### src/rtl/rvfpm_issue_ctrl.sv
// rvfpm issue/writeback controller: scoreboarded RAW/WAW stalls for a fixed-depth FP pipeline and
// arbitration of the single FP register-file write port between pipeline results and memory loads.
module rvfpm_issue_ctrl #(
   parameter int  NUM_REGS        = 32,
   parameter int  PIPELINE_STAGES = 4,
   parameter int  MAX_LOADS       = 4,
   parameter int  MEM_MAX_WAIT    = 3,
   localparam int AW              = $clog2(NUM_REGS)
) (
   input  logic            ck,
   input  logic            rst,
   input  logic            enable,
   input  logic            flush,
   input  logic            req_valid,
   output logic            req_ready,
   input  logic [3*AW-1:0] req_rs,
   input  logic [2:0]      req_rs_used,
   input  logic [AW-1:0]   req_rd,
   input  logic            req_wr,
   input  logic            req_is_load,
   input  logic            mem_wb_valid,
   input  logic [AW-1:0]   mem_wb_rd,
   output logic            mem_wb_ready,
   output logic            pipe_adv,
   output logic            pipe_issue,
   output logic            wb_valid,
   output logic            wb_src,
   output logic [AW-1:0]   wb_rd,
   output logic            spur_wb,
   output logic            busy
);
   localparam int S   = PIPELINE_STAGES;
   localparam int LCW = $clog2(MAX_LOADS + 1);
   localparam int WCW = $clog2(MEM_MAX_WAIT + 1);
   localparam logic [LCW-1:0] LD_MAX   = LCW'(MAX_LOADS);
   localparam logic [WCW-1:0] WAIT_MAX = WCW'(MEM_MAX_WAIT);

   typedef struct packed {
      logic          valid;
      logic          wr;
      logic [AW-1:0] rd;
   } stage_t;

   stage_t              sv [S];
   logic [NUM_REGS-1:0] pend_pipe, pend_pipe_nxt;
   logic [NUM_REGS-1:0] pend_load, pend_load_nxt;
   logic [NUM_REGS-1:0] pend_all;
   logic [LCW-1:0]      ld_cnt, ld_cnt_nxt;
   logic [WCW-1:0]      wait_cnt, wait_cnt_nxt;
   logic                hazard, force_mem, pipe_wb, load_accept, load_retire;

   always_comb begin
      // NOTE: every combinational output is given a default first so no path can infer a latch.
      hazard   = 1'b0;
      pend_all = pend_pipe | pend_load;
      for (int i = 0; i < 3; i++) begin
         if (req_rs_used[i] && pend_all[req_rs[i*AW +: AW]]) hazard = 1'b1;
      end
      if (req_wr && pend_all[req_rd]) hazard = 1'b1;
   end

   // A load that has waited its full budget freezes the pipeline and takes the write port.
   assign force_mem    = mem_wb_valid && (wait_cnt == WAIT_MAX);
   assign pipe_adv     = enable && !rst && !force_mem;
   assign pipe_wb      = pipe_adv && !flush && sv[S-1].valid && sv[S-1].wr;
   assign mem_wb_ready = enable && !rst && mem_wb_valid && !pipe_wb;
   assign req_ready    = pipe_adv && !flush && !hazard && (!req_is_load || (ld_cnt < LD_MAX));
   assign pipe_issue   = req_valid && req_ready && !req_is_load;
   assign load_accept  = req_valid && req_ready && req_is_load;
   assign load_retire  = mem_wb_ready && pend_load[mem_wb_rd];
   assign spur_wb      = mem_wb_ready && !pend_load[mem_wb_rd];
   assign wb_valid     = pipe_wb || mem_wb_ready;
   assign wb_src       = mem_wb_ready;
   assign wb_rd        = pipe_wb ? sv[S-1].rd : (mem_wb_ready ? mem_wb_rd : '0);

   always_comb begin
      busy = (ld_cnt != '0);
      for (int i = 0; i < S; i++) busy = busy | sv[i].valid;
   end

   always_comb begin
      pend_pipe_nxt = pend_pipe;
      pend_load_nxt = pend_load;
      ld_cnt_nxt    = ld_cnt;
      wait_cnt_nxt  = wait_cnt;
      if (pipe_wb) pend_pipe_nxt[sv[S-1].rd] = 1'b0;
      if (pipe_issue && req_wr) pend_pipe_nxt[req_rd] = 1'b1;
      if (flush) pend_pipe_nxt = '0;
      // Set after clear: a spurious grant to the same reg must not cancel a newly accepted load.
      if (mem_wb_ready) pend_load_nxt[mem_wb_rd] = 1'b0;
      if (load_accept) pend_load_nxt[req_rd] = 1'b1;
      case ({load_accept, load_retire})
         2'b10:   ld_cnt_nxt = ld_cnt + 1'b1;
         2'b01:   ld_cnt_nxt = ld_cnt - 1'b1;
         default: ld_cnt_nxt = ld_cnt;
      endcase
      if (mem_wb_ready) wait_cnt_nxt = '0;
      else if (mem_wb_valid) wait_cnt_nxt = wait_cnt + 1'b1;
   end

   always_ff @(posedge ck or posedge rst) begin
      if (rst) begin
         // NOTE: the stage array is reset explicitly; its valid bits gate writebacks and busy.
         for (int i = 0; i < S; i++) sv[i] <= '0;
         pend_pipe <= '0;
         pend_load <= '0;
         ld_cnt    <= '0;
         wait_cnt  <= '0;
      end else if (enable) begin
         if (flush) begin
            for (int i = 0; i < S; i++) sv[i] <= '0;
         end else if (pipe_adv) begin
            // NOTE: non-blocking assignments make every stage read its pre-edge neighbour.
            sv[0] <= '{valid: pipe_issue, wr: req_wr, rd: req_rd};
            for (int i = 1; i < S; i++) sv[i] <= sv[i-1];
         end
         pend_pipe <= pend_pipe_nxt;
         pend_load <= pend_load_nxt;
         ld_cnt    <= ld_cnt_nxt;
         wait_cnt  <= wait_cnt_nxt;
      end
   end

endmodule

### config.mk
export PLATFORM = sky130hd
export DESIGN_NAME = rvfpm_issue_ctrl
export DESIGN_NICKNAME = d
export VERILOG_FILES = /design/src/rtl/rvfpm_issue_ctrl.sv
export SDC_FILE = /design/constraint.sdc
export NUM_CORES = 1
export LEC_CHECK = 0
export CAP_MARGIN = 20
export CELL_PAD_IN_SITES_DETAIL_PLACEMENT = 0
export CELL_PAD_IN_SITES_GLOBAL_PLACEMENT = 2
export CORE_MARGIN = 5
export CORE_UTILIZATION = 30
export CTS_BUF_LIST = sky130_fd_sc_hd__clkbuf_16
export CTS_CLUSTER_DIAMETER = 80
export DETAILED_ROUTE_END_ITERATION = 7
export PLACE_DENSITY_LB_ADDON = 0.1
export SETUP_SLACK_MARGIN = 0.5
export SKIP_LAST_GASP = 1
export SLEW_MARGIN = 15
export SYNTH_ARGS = -nofsm -noshare
export SYNTH_HDL_FRONTEND = slang
export SYNTH_SLANG_ARGS = --single-unit
### constraint.sdc
create_clock -name ck -period 4.49 [get_ports ck]
set_input_delay 0.898 -clock ck [delete_from_list [all_inputs] [get_ports ck]]
set_output_delay 0.898 -clock ck [all_outputs]
set_load 0.01 [all_outputs]
==> results of run 1 <==
[flip-flops by register name, indices dropped and copies added (netlist names)]
register	cells
pend_load	32
pend_pipe	32
wait_cnt	2
sv	28
ld_cnt	3
[per-stage QoR]
stage / utilization, % / std cells
after floorplan: - / 650
after global placement: 35.5 / 967
after detailed placement: 35.5 / 967
after CTS: 37.4 / 989
after global routing: 37.8 / 991
final: 37.8 / 991
[layout make-up]
cell class / count / area, um2 / area share (%)
multi-input combinational: 484 / 3510 / 46.0
sequential: 97 / 2430 / 31.8
timing repair buffer: 110 / 996 / 13.1
tap: 270 / 338 / 4.43
clock buffer: 9 / 225 / 2.95
clock inverter: 7 / 68.8 / 0.903
inverter: 14 / 57.6 / 0.755
[cells in the mapped netlist, types with 3 or more instances]
cell | number | area, um2
nand2b_1 | 6 | 37.5
buf_1 | 9 | 33.8
inv_2 | 3 | 11.3
nand2_1 | 70 | 263
mux4_2 | 32 | 721
mux2i_1 | 4 | 40.0
and2_1 | 3 | 18.8
or3_1 | 6 | 37.5
nand3_1 | 8 | 40.0
o41ai_2 | 8 | 130
nand3b_1 | 5 | 37.5
nor3b_1 | 4 | 30.0
a22o_1 | 29 | 254
o22ai_1 | 6 | 37.5
o21ai_1 | 5 | 25.0
nor3_1 | 17 | 85.1
or2_2 | 4 | 25.0
nor2_1 | 53 | 199
buf_2 | 9 | 45.0
a31oi_1 | 3 | 18.8
nor2b_1 | 14 | 87.6
nor4_1 | 4 | 25.0
a21oi_1 | 39 | 195
and3b_1 | 3 | 26.3
inv_1 | 10 | 37.5
o21ai_0 | 100 | 500
dfrtp_1 | 97 | 2430
o41ai_1 | 25 | 219
clkbuf_1 | 32 | 120
o221ai_1 | 3 | 26.3
buf_6 | 3 | 33.8
[logic make-up (layout without fill, tap and decap cells)]
kind of cell,after synthesis,after routing
AO/OA/AOI/OAI,233,233
XOR/XNOR,3,3
adder cells (fa/ha/maj),3,3
buffers and inverters,69,140
flip-flops,97,97
multiplexers,37,37
AND/OR/NAND/NOR,208,208
[power groups by stage]
stage | Clock [W] | Sequential, W | Combinational [W]
after floorplan | 0 | 0.000942 | 0.000211
after global placement | 0 | 0.000961 | 0.000379
after detailed placement | 0 | 0.000962 | 0.000380
after CTS | 0.000806 | 0.000945 | 0.000391
after global routing | 0.000845 | 0.000947 | 0.000433
final | 0.000787 | 0.000943 | 0.000395
[worst max path at each step]
stage,from,end,slack (ns),cells past startpoint
final,rst,pipe_issue,0.52,11
after global routing,rst,pipe_issue,0.43,11
after CTS,req_rd[4],pipe_issue,0.45,9
after detailed placement,req_rd[0],pipe_issue,-0.06,9
after global placement,req_rd[0],pipe_issue,-0.05,10
after floorplan,req_rd[0],ld_cnt[2],0.63,16
[worst max-delay path, stage by stage]
cell and delay [ns]:
clkdlybuf4s50_1 0.42, nand2b_4 0.16, a211oi_4 0.16, buf_6 0.15, o211ai_1 0.11, nor4_1 0.22
and4b_2 0.30, o2111ai_4 0.21, buf_6 0.18, nor2_1 0.12, buf_2 0.15
[layer usage]
metal	track usage, %	share of wire (%)
met4	7.42	2.8
met1	30.7	45
met5	0	0
met3	2.71	4.6
met2	34.8	48
[timing repair]
action / 4_1_cts / 5_1_grt
setup endpoints to repair: 9 / 11
pin swaps: 5 / 5
resized for setup: 37 / 21
setup buffers: 5 / 2
gates cloned: 1 / 0
==> impl_summary.md, run 1 <==
Yosys
Summing the areas of all and, or, nand and nor instances in the mapped netlist gives 16.4% of the synthesized area. The fraction of registers with async set or reset after synthesis is 100%. The number of enable-type register cells in the synthesized netlist is 0.

The share of synthesized area occupied by flip-flops and latches is 39.6%. Summing the areas of all xor and xnor instances in the mapped netlist gives 0.428% of the synthesized area. The post-synthesis cell count is 650. In this run, distinct cell masters in the synthesized netlist total 59. The post-synthesis cell area is 6140 um2.

For this run, the number of Yosys warnings is 0. Measured against the total synthesized area, the mux share comes to 12.8%. The number of flip-flops and latches in the synthesized netlist is 97. After synthesis, the largest family of logic cells by area is compound AO/OA/AOI/OAI gates. The post-synthesis area per instance is 9.44 um2. The most common flop cell mapped by yosys is dfrtp_1.

The number of nets handed over by synthesis was 689. The synthesized netlist devotes 25.2% of its cell area to compound gates. Of the total synthesized cell area, the portion taken by full adders, half adders and majority gates is 0.734%.

CTS
TritonCTS built the clock tree. The tree is rooted in a clkbuf_16. The post-cts hold buffer count is 0.

The TritonCTS buffer count is 9. The clock transition at the registers of the reported paths is 0.07 ns. The clock passes through at most 2 buffers. The total number of clock tree sinks is 97. The clock tree synthesis step divided the H-tree into 3 levels.

At the later pin of the worst-skew pair, clock insertion delay measures 0.35 ns.

GRT
The overflow left after global routing is 0. The number of antenna violations at the first check in global routing was 0. Entering global routing, the biggest net connects 65 pins. The wire length of the first global-routing pass is 38.6 mm. The via count of the first global-routing pass is 5,816. In the global route stage, overall resource usage came out at 21.8%.

Placed design
In this run the cell area measured after placement is 7160 um2. The weighted congestion at the end of routability-driven global placement is 0.998. Buffers placed on the I/O ports in this run total 48. Summed over all nets, the half-perimeter wirelength after detailed placement is 19.0 mm. OpenSTA, run right after detailed placement, puts the worst setup slack at -0.0568 ns.

Setup path
The setup path with the least slack is of type input pin to output port. The nature of the critical path startpoint is an input pin. The worst register-to-register path ends at ld_cnt[1].

The worst path required time is 3.59 ns. The maximum net fanout on the critical path is 3. The register-to-register setup slack is 0.79 ns. Counting cells, the worst reg-to-reg path comes to 14.

The beginning of the worst register-to-register path is pend_load[18]. The worst setup path is captured at an output port. Data on the critical path arrives at its endpoint at 3.07 ns.

Routing
The number of vias per cell is 5.88. The antenna violation net count after detailed routing is 0. The first routing iteration left 487 violations. The detailed-route wire length is 25.7 mm. The number of optimization iterations in the first detailed-route pass is 5.

For this run, design rule violations remaining after detail routing come to 0. The detailed router placed 5,824 vias in this run. In the final routed layout, each cell accounts on average for 25.9 um.

Timing
The max-slew violation total from the final report is 0. On the final layout, the worst hold slack is 0.496 ns. The worst path in the final design needs a cycle of 3.97 ns, including I/O delays and setup.

Setup repair after global routing could not meet its margin everywhere. On the final layout, the worst clock skew is 0.00534 ns. The minimum setup slack in the final design is 0.518 ns. Setup violations remaining at the end of the flow were counted as 0. The worst path uses 88.5% of the clock period. The final hold violation count is 0. Timing would allow up to 252 MHz. The worst pin sits at a relative slew slack of 35.3%.

At the pin with the least slew margin, the transition time is 0.967 ns. In the final timing run, aggregate negative setup slack is 0 ns.

Floorplanning
From left edge to right edge, the die measures 153 um. The boundary pin count is 49. The die height is 153 um. The floorplan step defined a core boundary enclosing 20,200 um2. The initial utilization of the core area, before any placement, comes to 30.4%. The area enclosed by the die boundary is 23,400 um2. The number of placement rows is 52.

Pwr
Net switching is 31.1% of the power. The cell-internal power is 0.00147 W. In this run, the combinational gates consume 18.6% of the power.

The share of power burned in the clock network is 37.0%. The overall power is 0.00213 W. The power per cell area is 279 nW/um2.

The power dissipated by switching net loads is 0.000660 W. The relative contribution of sequential cells to total power is 44.4%. Across the VDD grid, the largest voltage drop is 170 uV. The analysis attributes to cell leakage a power of 3.08 nW.

Worst hold path
For hold timing, the worst endpoint is pend_pipe[16]. Along the worst hold path, the cell count comes to 2. The class of the worst hold path is register to register.

In this run the most critical hold path is launched from pend_pipe[16].

Layout
Relative to the synthesized area, the layout overhead comes to 24.2%. The leading cell type in the layout, fill and taps excluded is o21ai_0. Summing all non-filler instances in the final layout gives an area of 7620 um2.

Leaving out fill and tap cells, the most frequent cells in the layout are 100 x o21ai_0, 97 x dfrtp_1, 69 x nand2_1. In the final layout, the share of cells above drive strength 1 is 20.9%. The diode insertion count for antenna repair is 0.

After the last flow step, the layout net total stands at 755. The count of filler cells inserted in the layout is 2,095.

Run
The total of max-cap violations is 0.

Status
The run finished with clean final reports.
No activity file was read; power rests on OpenSTA's default activity.
==> inputs of run 2 (changes only) <==
Settings changed: ABC_AREA from default to 1.
==> impl_summary.md, run 2 <==
Setup path
The setup path with the least slack is of type input pin to output port. The register-to-register setup slack is 1.50 ns (+0.71 ns). The count of buffer and inverter cells on the critical path is 4 (unchanged).

The path depth of the worst reg2reg path is 18 (+4). The most critical setup path has its startpoint at mem_wb_rd[3]. The capture point of the worst reg-to-reg path is ld_cnt[2]. The cell with the largest stage delay on the worst path is clkdlybuf4s50_1. STA classifies the critical path endpoint as an output port.

The critical path goes through clkdlybuf4s50_1 -> inv_1 -> nor3_1 -> inv_1 -> o21ai_1 -> a221oi_2 -> a21oi_1 -> clkdlybuf4s50_1. The largest stage delay on the critical path is 0.56 ns (+0.14 ns). The gate family responsible for the most delay along the worst path is buffers and inverters. STA classifies the critical path startpoint as an input pin. The worst register-to-register path begins at pend_load[13]. The worst endpoint data arrival time was 2.94 ns (-0.13 ns).

The maximum net fanout on the critical path is 5 (+2). The worst path required time is 3.59 ns (about the same).

CTS
The CTS tree is yes. The maximum number of buffers from clock root to sink is 2 (unchanged). The total number of clock tree sinks is 97 (unchanged). The maximum level of the CTS H-tree was 3 (unchanged). The post-cts hold buffer count came to 0 (unchanged). The clock transition at the registers of the reported paths is 0.08 ns (about the same). The clock insertion delay at the later pin of the skew report is 0.37 ns (+0.02 ns).

The root buffer selected by CTS is clkbuf_16. The TritonCTS buffer count is 9 (unchanged).

Status
The run finished with clean final reports.

Routing
The number of remaining DRC errors is 0 (unchanged). The DRC marker count from the first detailed-route iteration was 493 (+1.2%). The antenna violation net count after detailed routing is 0 (unchanged). The detailed-route wire length was 29.4 mm (+14%). The number of vias per cell is 5.08 (-14%). The via count was 7,121 (+22%). The post-detailed-route wirelength per cell is 21.0 um (-19%). The number of optimization iterations in the first detailed-route pass was 5 (unchanged).

Layout
Leaving out fill and tap cells, the most frequent cell in the layout is nand2_1. In the layout the commonest cells are 307 x nand2_1, 126 x inv_1, 97 x dfrtp_1. The post-route core utilization is 37.0% (-0.81 points). The count of filler cells inserted in the layout is 2,445 (+17%). The diode insertion count for antenna repair is 0 (unchanged). In the final layout, the registers with the most flip-flops are pend_load: 32 flops, pend_pipe: 32 flops, sv: 28 flops. The share of post-route cells with drive strength above 1 is 15.5% (-5.4 points). The total area of multi-input combinational cells came to 3890 um2 (+11%). The final instance count without filler cells was 1,401 (+41%).

The post-synthesis to final-layout area growth is 20.6%. The area occupied by registers is 2430 um2 (unchanged). The final-stage net count is 1,122 (+49%).

Yosys
The post-synthesis cell area is 6980 um2 (+14%). The synthesized-area fraction occupied by and/or/nand/nor cells is 35.7% (+19 points). The number of flip-flops and latches in the synthesized netlist is 97 (unchanged). The multiplexer fraction of the synthesized cell area was 0% (-13 points). The Yosys warning count is 0 (unchanged). The post-synthesis area per instance came to 6.88 um2 (-27%). In the post-synthesis netlist, the biggest area contributors are dfrtp_1 35%, nand2_1 17%, inv_1 7.0%, nand3_1 6.7%, o31ai_2 5.2%. The commonest cells after synthesis are 310 x nand2_1, 130 x inv_1, 97 x dfrtp_1, 94 x nand3_1, 72 x o21ai_0.

The share of synthesized area occupied by flip-flops and latches was 34.8% (-4.8 points). The fraction of post-synthesis cell area in the top cell type by area is 34.8% (-4.8 points). The complex-gate fraction of the synthesized area is 17.7% (-7.5 points). Yosys instantiated no cell more often than nand2_1. The net count of the mapped netlist is 1,054 (+53%).

The XOR/XNOR share of the synthesized area is 0.251% (-0.18 points). The biggest area consumer among synthesized cells is dfrtp_1. The fraction of registers with async set or reset after synthesis came to 100% (unchanged). After synthesis, the largest family of logic cells by area is simple AND/OR/NAND/NOR gates. The adder-cell share of the synthesized area is 0.645% (-0.089 points). The number of distinct library cells after synthesis is 41 (-31%). The number of enable-type register cells in the synthesized netlist is 0 (unchanged).

The post-synthesis cell count was 1,015 (+56%). For this run, the leading register cell type out of synthesis is dfrtp_1.

Timing
The final hold violation count came to 0 (unchanged). The time the final worst path needs with I/O delays and setup is 3.84 ns (-0.133 ns). The tightest slew margin relative to the limit is 31.5% (-3.8 points). The max-slew violation total from the final report came to 0 (unchanged). The minimum setup slack in the final design is 0.652 ns (+0.133 ns). The setup clock skew after layout is 0.0153 ns (+0.00997 ns). The maximum frequency from static timing analysis is 261 MHz (+3.5%). Setup repair after global routing could not meet its margin everywhere. The setup violation total in the final timing report is 0 (unchanged).

The worst hold margin came to 0.476 ns (-0.0198 ns). The slew of the pin with the lowest slew margin is 1.03 ns (+0.0582 ns). The share of the clock period used by the worst path after layout came to 85.5% (-3.0 points).

Floorplanning
The number of placement rows came to 55 (+5.8%). The die height is 163 um (+6.2%). The die width was 163 um (+6.2%). The initial cell density of the core is 30.7% (+0.23 points).

The area enclosed by the die boundary came to 26,400 um2 (+13%). The area inside the core boundary is 22,800 um2 (+13%). The boundary pin count was 49 (unchanged).

GRT
The number of antenna violations at the first check in global routing came to 0 (unchanged). The overflow left after global routing is 0 (unchanged). The wire length of the first global-routing pass is 44.4 mm (+15%). The via count of the first global-routing pass is 6,809 (+17%).

The global-route usage over all layers is 22.3% (+0.50 points). The maximum number of pins on one net before global-route repair is 71 (+9.2%).

Pwr
The leakage power figure is 3.96 nW (+29%). The overall power is 0.00221 W (+4.1%). The power per cell area came to 263 nW/um2 (-5.8%).

The worst supply voltage drop on vdd is 180 uV (+5.9%).

Placed design
The placed cell count is 1,371 (+42%). The worst setup slack before clock tree synthesis is 0.0737 ns (+0.130 ns). The count of port buffers added during placement came to 48 (unchanged). The weighted congestion at the end of routability-driven global placement was 0.876 (-12%).

The post-DP HPWL is 21.6 mm (+14%).

Worst hold path
The class of the worst hold path is register to register. The beginning of the worst hold path is ld_cnt[0]. The worst hold path stage count is 1 (-1). For hold timing, the worst endpoint is ld_cnt[0].

Run
The total of max-cap violations is 0 (unchanged).
[run 2: cell types whose count changed in the layout (fill, tap and decap cells not counted), sizes merged, moves of 16 or more]
cell	before	now
o41ai	33	0
o21ai	105	82
a22o	29	0
o31ai	1	32
mux4	33	0
nand3	8	119
nand2	70	314
o22ai	6	35
buf	63	47
inv	18	142
a21oi	39	19
nor2	53	78
[run 2: logic make-up after synthesis]
| family | count (synthesis) |
|---|---|
| adders and majority gates | 3 |
| and+or+nand+nor | 548 |
| DFF | 97 |
| xor gates and xnor gates | 2 |
| AOI/OAI and AO/OA | 183 |
| buffers and inverters | 182 |
[run 2: how the worst max path moves through the flow]
stage | cells past startpoint | slack (ns) | end
floorplan | 15 | -0.13 | ld_cnt[2]
global placement | 16 | 0.09 | pipe_issue
detailed placement | 14 | 0.07 | pipe_issue
CTS | 8 | 0.51 | spur_wb
global route | 8 | 0.48 | spur_wb
finish | 8 | 0.65 | spur_wb
[run 2: layout make-up]
type | instances | area share, %
Clock buffer | 9 | 2.67
Sequential cell | 97 | 28.8
Timing Repair Buffer | 95 | 9.92
Clock inverter | 7 | 1.19
Inverter | 143 | 6.54
Multi-Input combinational cell | 737 | 46.2
Tap cell | 313 | 4.65
[run 2: through the flow]
| stage | area [um2] | setup TNS [ns] |
|---|---|---|
| floorplan | 7030 | -0.752 |
| global placement | 7930 | 0 |
| detailed placement | 7930 | 0 |
| CTS | 8370 | 0 |
| global route | 8420 | 0 |
| finish | 8420 | 0 |
[run 2: where the power goes]
part	internal (W)	switching, W	total (W)
Clock	0.000452	0.000408	0.000860
Combinational	0.000146	0.000278	0.000424
Sequential	0.000905	0.0000222	0.000927
[run 2: repair_timing]
item                                    in CTS  in global routing
buffers inserted                             8                  5
hold endpoints to repair                     0                  0
cloned                                       1                  0
endpoints found under the setup margin       9                  8
gates resized for setup                     32                  9
pin swaps                                    3                  1
[run 2: metal layers]
layer / share of wire (%) / global-route usage (%)
met1: 50 / 34.5
met2: 43 / 32.5
met3: 4.8 / 2.63
met4: 2.4 / 6.29
met5: 0 / 0
